`config.mk`:
```
export PLATFORM = sky130hd
export DESIGN_NAME = axis_skid_reg
export DESIGN_NICKNAME = d
export VERILOG_FILES = /design/src/rtl/axis_skid_reg.sv
export SDC_FILE = /design/constraint.sdc
export NUM_CORES = 1
export LEC_CHECK = 0
export BUFFER_PORTS_ARGS = -buffer_cell sky130_fd_sc_hd__buf_2
export CORE_MARGIN = 1
export CORE_UTILIZATION = 58
export CTS_BUF_LIST = sky130_fd_sc_hd__clkbuf_8 sky130_fd_sc_hd__clkbuf_16
export DETAILED_ROUTE_END_ITERATION = 10
export PLACE_DENSITY = 0.86
export SETUP_SLACK_MARGIN = 0.4
export SLEW_MARGIN = 5
export SYNTH_ARGS = -nofsm -noshare
export SYNTH_HDL_FRONTEND = slang
export SYNTH_SLANG_ARGS = --single-unit
```
`constraint.sdc`:
```
create_clock -name ACLK -period 11.44 [get_ports ACLK]
set_input_delay 2.288 -clock ACLK [delete_from_list [all_inputs] [get_ports ACLK]]
set_output_delay 2.288 -clock ACLK [all_outputs]
set_load 0.005 [all_outputs]
```
`src/rtl/axis_skid_reg.sv`:
```
// Two-entry AXI4-Stream register slice with registered TVALID/TDATA/TREADY and a sticky upstream protocol checker.
// Optional feature macro: AXIS_TLAST_EN (adds S_TLAST, M_TLAST and PKT_CNT).
module axis_skid_reg #(
   parameter int DATA_W = 32
) (
   input  logic              ACLK,
   input  logic              ARESETn,
   input  logic              S_TVALID,
   output logic              S_TREADY,
   input  logic [DATA_W-1:0] S_TDATA,
`ifdef AXIS_TLAST_EN
   input  logic              S_TLAST,
`endif
   output logic              M_TVALID,
   input  logic              M_TREADY,
   output logic [DATA_W-1:0] M_TDATA,
`ifdef AXIS_TLAST_EN
   output logic              M_TLAST,
   output logic [15:0]       PKT_CNT,
`endif
   output logic              PROTO_ERR
);

`ifdef AXIS_TLAST_EN
   localparam int BW = DATA_W + 1;
`else
   localparam int BW = DATA_W;
`endif

   typedef enum logic [1:0] {EMPTY, ONE, FULL} state_t;

   state_t          state_q, state_nxt;
   logic [BW-1:0]   out_q, skid_q, s_beat, stall_q;
   logic            load_out, out_from_skid, load_skid;
   logic            s_hs, m_hs, stalled_q;

`ifdef AXIS_TLAST_EN
   assign s_beat             = {S_TLAST, S_TDATA};
   assign {M_TLAST, M_TDATA} = out_q;
`else
   assign s_beat  = S_TDATA;
   assign M_TDATA = out_q;
`endif

   assign s_hs = S_TVALID & S_TREADY;
   assign m_hs = M_TVALID & M_TREADY;

   always_comb begin
      state_nxt     = state_q;
      load_out      = 1'b0;
      out_from_skid = 1'b0;
      load_skid     = 1'b0;
      case (state_q)
         EMPTY: if (s_hs) begin
            load_out  = 1'b1;
            state_nxt = ONE;
         end
         ONE: begin
            if (s_hs && m_hs) begin
               load_out = 1'b1;
            end else if (s_hs) begin
               load_skid = 1'b1;
               state_nxt = FULL;
            end else if (m_hs) begin
               state_nxt = EMPTY;
            end
         end
         FULL: if (m_hs) begin
            load_out      = 1'b1;
            out_from_skid = 1'b1;
            state_nxt     = ONE;
         end
         default: state_nxt = EMPTY;
      endcase
   end

   // Ready and valid come straight from flops, decoded from the next state.
   always_ff @(posedge ACLK) begin
      if (!ARESETn) begin
         state_q  <= EMPTY;
         S_TREADY <= 1'b0;
         M_TVALID <= 1'b0;
      end else begin
         state_q  <= state_nxt;
         S_TREADY <= (state_nxt != FULL);
         M_TVALID <= (state_nxt != EMPTY);
      end
   end

   // Payload registers carry no reset; state alone decides whether they hold a beat.
   always_ff @(posedge ACLK) begin
      if (load_out)  out_q  <= out_from_skid ? skid_q : s_beat;
      if (load_skid) skid_q <= s_beat;
      stall_q <= s_beat;
   end

   always_ff @(posedge ACLK) begin
      if (!ARESETn) begin
         stalled_q <= 1'b0;
         PROTO_ERR <= 1'b0;
      end else begin
         stalled_q <= S_TVALID & ~S_TREADY;
         if (stalled_q && (!S_TVALID || s_beat != stall_q)) PROTO_ERR <= 1'b1;
      end
   end

`ifdef AXIS_TLAST_EN
   always_ff @(posedge ACLK) begin
      if (!ARESETn)              PKT_CNT <= '0;
      else if (m_hs && M_TLAST)  PKT_CNT <= PKT_CNT + 16'd1;
   end
`endif

endmodule
```
=== Word level (Yosys, flattened, before mapping) ===
Index checks and enable logic that the tools add are counted.

* Equality and inequality tests: 4
* Muxes and demuxes: 14
* Bitwise operators: 4
* Reduce and logical (&&, ||, !) cells: 6

{| class="wikitable"
|+ Operator list
! cell !! number
|-
| 32-bit 2-to-1 mux || 1
|-
| 32-bit inequality test || 1
|-
| 2-bit 2-to-1 mux || 5
|-
| 1-bit 2-to-1 mux || 6
|-
| 2-bit case mux with 3 select lines || 1
|-
| 1-bit bitwise AND || 3
|-
| 1-bit case mux with 3 select lines || 1
|-
| 2-bit by 1-bit == test with 1-bit output (second input constant) || 1
|-
| 2-bit == test (second input constant) || 1
|-
| 1-bit logical AND || 2
|-
| 2-bit logical NOT || 1
|-
| 2-bit inequality test (second input constant) || 1
|-
| 2-bit nonzero test || 1
|-
| 1-bit logical NOT || 1
|-
| 1-bit logical OR || 1
|-
| 1-bit inverter || 1
|}

* Bits in registers: 102
* Output and inout bits: 35
* Logic and storage cells: 36

=== Depth between registers and ports, before layout ===
* Depth in word-level cells: 6
* Depth in mapped cells: 5
* Depth with buffers taken out: 5

=== Worst setup path before layout ===
No wires, ideal clock.

* Kind: input to register
* Start point: input port M_TREADY
* End point: register out_q[0] (netlist: M_TDATA[0]) (enable)
* Arrival time: 4799 ps
* Setup slack: 6171 ps
* Cell stages on the path: 2
* Cells stage by stage: a21boi_2 o31ai_1

* Longest elaborated chain between the ends: 4
* Elaborated cells between the ends (all ways): 5
* Those cells by class: mux: 3; bitwise: 1; reduce/logical: 1

{| class="wikitable"
|+ RTL lines
! item !! line !! text
|-
| start: declaration || 15 || <nowiki>input logic M_TREADY,</nowiki>
|-
| 1-bit bitwise AND * || 46 || <nowiki>assign m_hs = M_TVALID & M_TREADY;</nowiki>
|-
| 1-bit logical AND || 59 || <nowiki>if (s_hs && m_hs) begin</nowiki>
|-
| 1-bit 2-to-1 mux || 59 ||
|-
| 1-bit case mux with 3 select lines * || 53 || <nowiki>case (state_q)</nowiki>
|-
| via load_out || 34 || <nowiki>logic load_out, out_from_skid, load_skid;</nowiki>
|-
| end signal: assignment || 92 || <nowiki>if (load_out) out_q <= out_from_skid ? skid_q : s_beat;</nowiki>
|-
| end: declaration || 33 || <nowiki>logic [BW-1:0] out_q, skid_q, s_beat, stall_q;</nowiki>
|}

Mark *: on every way through the listed nets, which the timed path passes. The rest lies on a longest branch.
A chain may end at the register's enable or synchronous reset.

=== Worst setup path after layout ===
* Start point: input port S_TVALID
* End point: register skid_q[20] (enable)

* Longest elaborated chain between the ends: 4
* Elaborated cells between the ends (all ways): 5
* Those cells by class: mux: 3; bitwise: 1; reduce/logical: 1

{| class="wikitable"
|+ RTL lines
! item !! line !! text
|-
| start: declaration || 8 || <nowiki>input logic S_TVALID,</nowiki>
|-
| 1-bit bitwise AND * || 45 || <nowiki>assign s_hs = S_TVALID & S_TREADY;</nowiki>
|-
| 1-bit 2-to-1 mux or 1-bit logical AND (tied branches) || 61, 59 ||
|-
| 1-bit 2-to-1 mux * || 59 ||
|-
| 1-bit 2-to-1 mux * || 53 ||
|-
| via load_skid || 34 ||
|-
| end signal: assignment || 93 || <nowiki>if (load_skid) skid_q <= s_beat;</nowiki>
|-
| end: declaration || 33 ||
|}

Marked as above.

==> flow_metrics.env <==
export IMPL_status="finished, violations left"
export IMPL_violations="design-rule violations"
export IMPL_ctsResizeCount=0
export IMPL_first_pass_iters=7
export IMPL_core_area_mm2=0.00589
export IMPL_drv_cap=0
export IMPL_crit_buf_inv=1
export IMPL_ys_seq_area_share_pct=75.8
export IMPL_critPathTopFamily="compound AO/OA/AOI/OAI gates"
export IMPL_die_h_um=80.1
export IMPL_hold_ws_ns=0.535
export IMPL_vdd_ir_drop_max_v=0.000120
export IMPL_first_global_vias=1753
export IMPL_hold_viol=0
export IMPL_finalCritPeriodShare_pct=30.3
export IMPL_worst_setup_path_start_kind="primary input"
export IMPL_rsz0062_at_grt="no"
export IMPL_ctsHoldBuffers=0
export IMPL_critical_path_class="in2reg"
export IMPL_dieArea_mm2=0.00642
export IMPL_slew_violations=0
export IMPL_ant_nets=0
export IMPL_io_pins=71
export IMPL_area_delta_synth_final_pct=18.4
export IMPL_track_usage_pct=19.3
export IMPL_drt_iter0_markers=126
export IMPL_vias_per_cell=5.21
export IMPL_cts_tree="built"
export IMPL_worst_slew_pin_slew_ns=1.08
export IMPL_num_vias=1859
export IMPL_whs_path_depth=2
export IMPL_grt_max_degree=35
export IMPL_hold_class="reg2reg"
export IMPL_layout_nets=313
export IMPL_cp_num_cells=3
export IMPL_drive_gt1_share_pct=41.8
export IMPL_synthesis_area_mm2=0.00354
export IMPL_cpPeakStageDelay_ns=0.85
export IMPL_cts_setup_buffers=0
export IMPL_layout_setup_ws_ns=7.97
export IMPL_p_leak_nw=1.62
export IMPL_clock_sinks=102
export IMPL_rr_worst_depth=2
export IMPL_power_density_mw_per_mm2=160
export IMPL_place_gp_congestion=0.758
export IMPL_dieWidth_um=80.1
export IMPL_antennaDiodeCount=0
export IMPL_fmax_mhz=288
export IMPL_synth_net_count=233
export IMPL_synth_avg_cell_area_um2=18.0
export IMPL_post_route_util_pct=71.1
export IMPL_grt_overflow=0
export IMPL_crit_fanout=32
export IMPL_slowest_stage="a21oi_4"
export IMPL_initial_core_util_pct=60.1
export IMPL_synth_cells=197
export IMPL_layout_common_cells="buf_2 (70), edfxtp_1 (64), dfxtp_1 (38)"
export IMPL_wl_per_cell_um=16.0
export IMPL_dp_hpwl_mm=3.70
export IMPL_grt_pass1_wl_mm=8.75
export IMPL_slew_headroom_pct=27.5
export IMPL_cts_root_buf="clkbuf_8"
export IMPL_insertion_delay_ns=0.35
export IMPL_place_worst_setup_slack_ns=7.58
export IMPL_fin_tns_setup_ns=0
export IMPL_crit_chain="buf_2 > nand4b_1 > a21oi_4"
export IMPL_antenna_found_initial=0
export IMPL_cp_arrival_ns=3.44
export IMPL_finalSetupViolCount=0
export IMPL_path_clk_slew_ns=0.09
export IMPL_drc=1
export IMPL_yosysUniqueCellTypes=24
export IMPL_finClkSkew_ns=0.00487
export IMPL_cts_max_level=3
export IMPL_ys_seq_elements=102
export IMPL_layout_min_cycle_time_ns=3.47
export IMPL_totalWireLength_mm=5.70
export IMPL_final_common_cell="buf_2"
export IMPL_io_buffers=70
export IMPL_crit_path_end_kind="flip-flop"
export IMPL_fp_row_count=28
export IMPL_critPathRequiredTime_ns=11.41
export IMPL_finalPower_mw=0.670
export IMPL_clockBufferDepth=2
export IMPL_numCtsBuffers=9
export IMPL_yosys_warnings=0
export IMPL_fill_cells=396
==> final timing paths <==
kind                         start                endpoint  slack, ns
max                       S_TVALID    skid_q[20]$_DFFE_PP_       7.97
min           stalled_q$_SDFF_PN0_  PROTO_ERR$_SDFFE_PN0P_       0.53
max reg2reg  state_q[1]$_SDFF_PN0_    skid_q[20]$_DFFE_PP_       9.54
min reg2reg   stalled_q$_SDFF_PN0_  PROTO_ERR$_SDFFE_PN0P_       0.53
==> power breakdown <==
group          internal [mW]  total [mW]  switching, mW  leakage (nW)
Combinational         0.0219      0.0464         0.0244         0.612
Clock                 0.0978       0.207          0.110        0.0990
Sequential             0.409       0.416        0.00669         0.906
Total                  0.529       0.670          0.141          1.62
==> Yosys cell counts <==
| cell | count | share of area [%] |
|---|---|---|
| or2_1 | 1 | 0.18 |
| nand4b_2 | 1 | 0.42 |
| edfxtp_1 | 64 | 54 |
| nand4_1 | 3 | 0.53 |
| nor3_1 | 1 | 0.14 |
| dfxtp_1 | 38 | 22 |
| mux2_2 | 28 | 8.9 |
| o21ai_0 | 2 | 0.28 |
| buf_2 | 3 | 0.42 |
| a22oi_1 | 1 | 0.21 |
| nand4b_1 | 2 | 0.50 |
| mux2_1 | 4 | 1.3 |
| a21boi_2 | 1 | 0.32 |
| xor2_1 | 24 | 5.9 |
| xnor2_1 | 9 | 2.2 |
| nand2_1 | 1 | 0.11 |
| nor4_2 | 1 | 0.35 |
| nor2b_1 | 1 | 0.18 |
| and3b_1 | 1 | 0.25 |
| a21oi_1 | 2 | 0.28 |
| nor4_1 | 5 | 0.88 |
| o31ai_1 | 1 | 0.21 |
| nand2b_1 | 1 | 0.18 |
| and2_1 | 2 | 0.35 |
==> logic make-up (layout without fill, tap and decap cells) <==
group,count (synthesis),after routing,share of synthesized area [%]
xor gates and xnor gates,33,33,8.17
and+or+nand+nor,20,20,4.07
DFF,102,102,75.8
muxes,32,32,10.2
buffers and inverters,3,88,0.424
AOI/OAI and AO/OA,7,7,1.31
==> flip-flops by register name (all words and copies together) (netlist names) <==
name / cells
state_q: 2
PROTO_ERR: 1
M_TVALID: 1
stalled_q: 1
S_TREADY: 1
M_TDATA: 32
stall_q: 32
skid_q: 32
==> worst min-delay path, cell delays in order (launching register included) <==
cell and delay (ns):
dfxtp_1 0.31, o21ai_0 0.08, a21oi_1 0.11
==> final cells by class <==
cell class / count / area (um^2) / share of cell area (%)
clock buffers: 9 / 124 / 2.96
clock inverters: 7 / 56.3 / 1.34
multi-input cells: 92 / 865 / 20.7
flip-flops and latches: 102 / 2680 / 64.1
well taps: 75 / 93.8 / 2.24
repair buffers: 72 / 365 / 8.73
==> metrics by stage <==
stage / std cells / cell area [um^2]
2_1_floorplan: 197 / 3540
3_3_place_gp: 341 / 4010
3_5_place_dp: 341 / 4010
4_1_cts: 357 / 4190
5_1_grt: 357 / 4190
6_report: 357 / 4190
==> layer usage <==
| layer | wire length [um] | GRT usage, % | part of all wire (%) | vias up |
|---|---|---|---|---|
| li1 | - | - | - | 887 |
| met1 | 2520 | 26.8 | 44 | 908 |
| met2 | 2820 | 28.2 | 49 | 53 |
| met3 | 241 | 4.43 | 4.2 | 11 |
| met4 | 127 | 11.1 | 2.2 | 0 |
| met5 | 0 | 0 | 0 | - |
No activity file was read; power rests on OpenSTA's default activity.
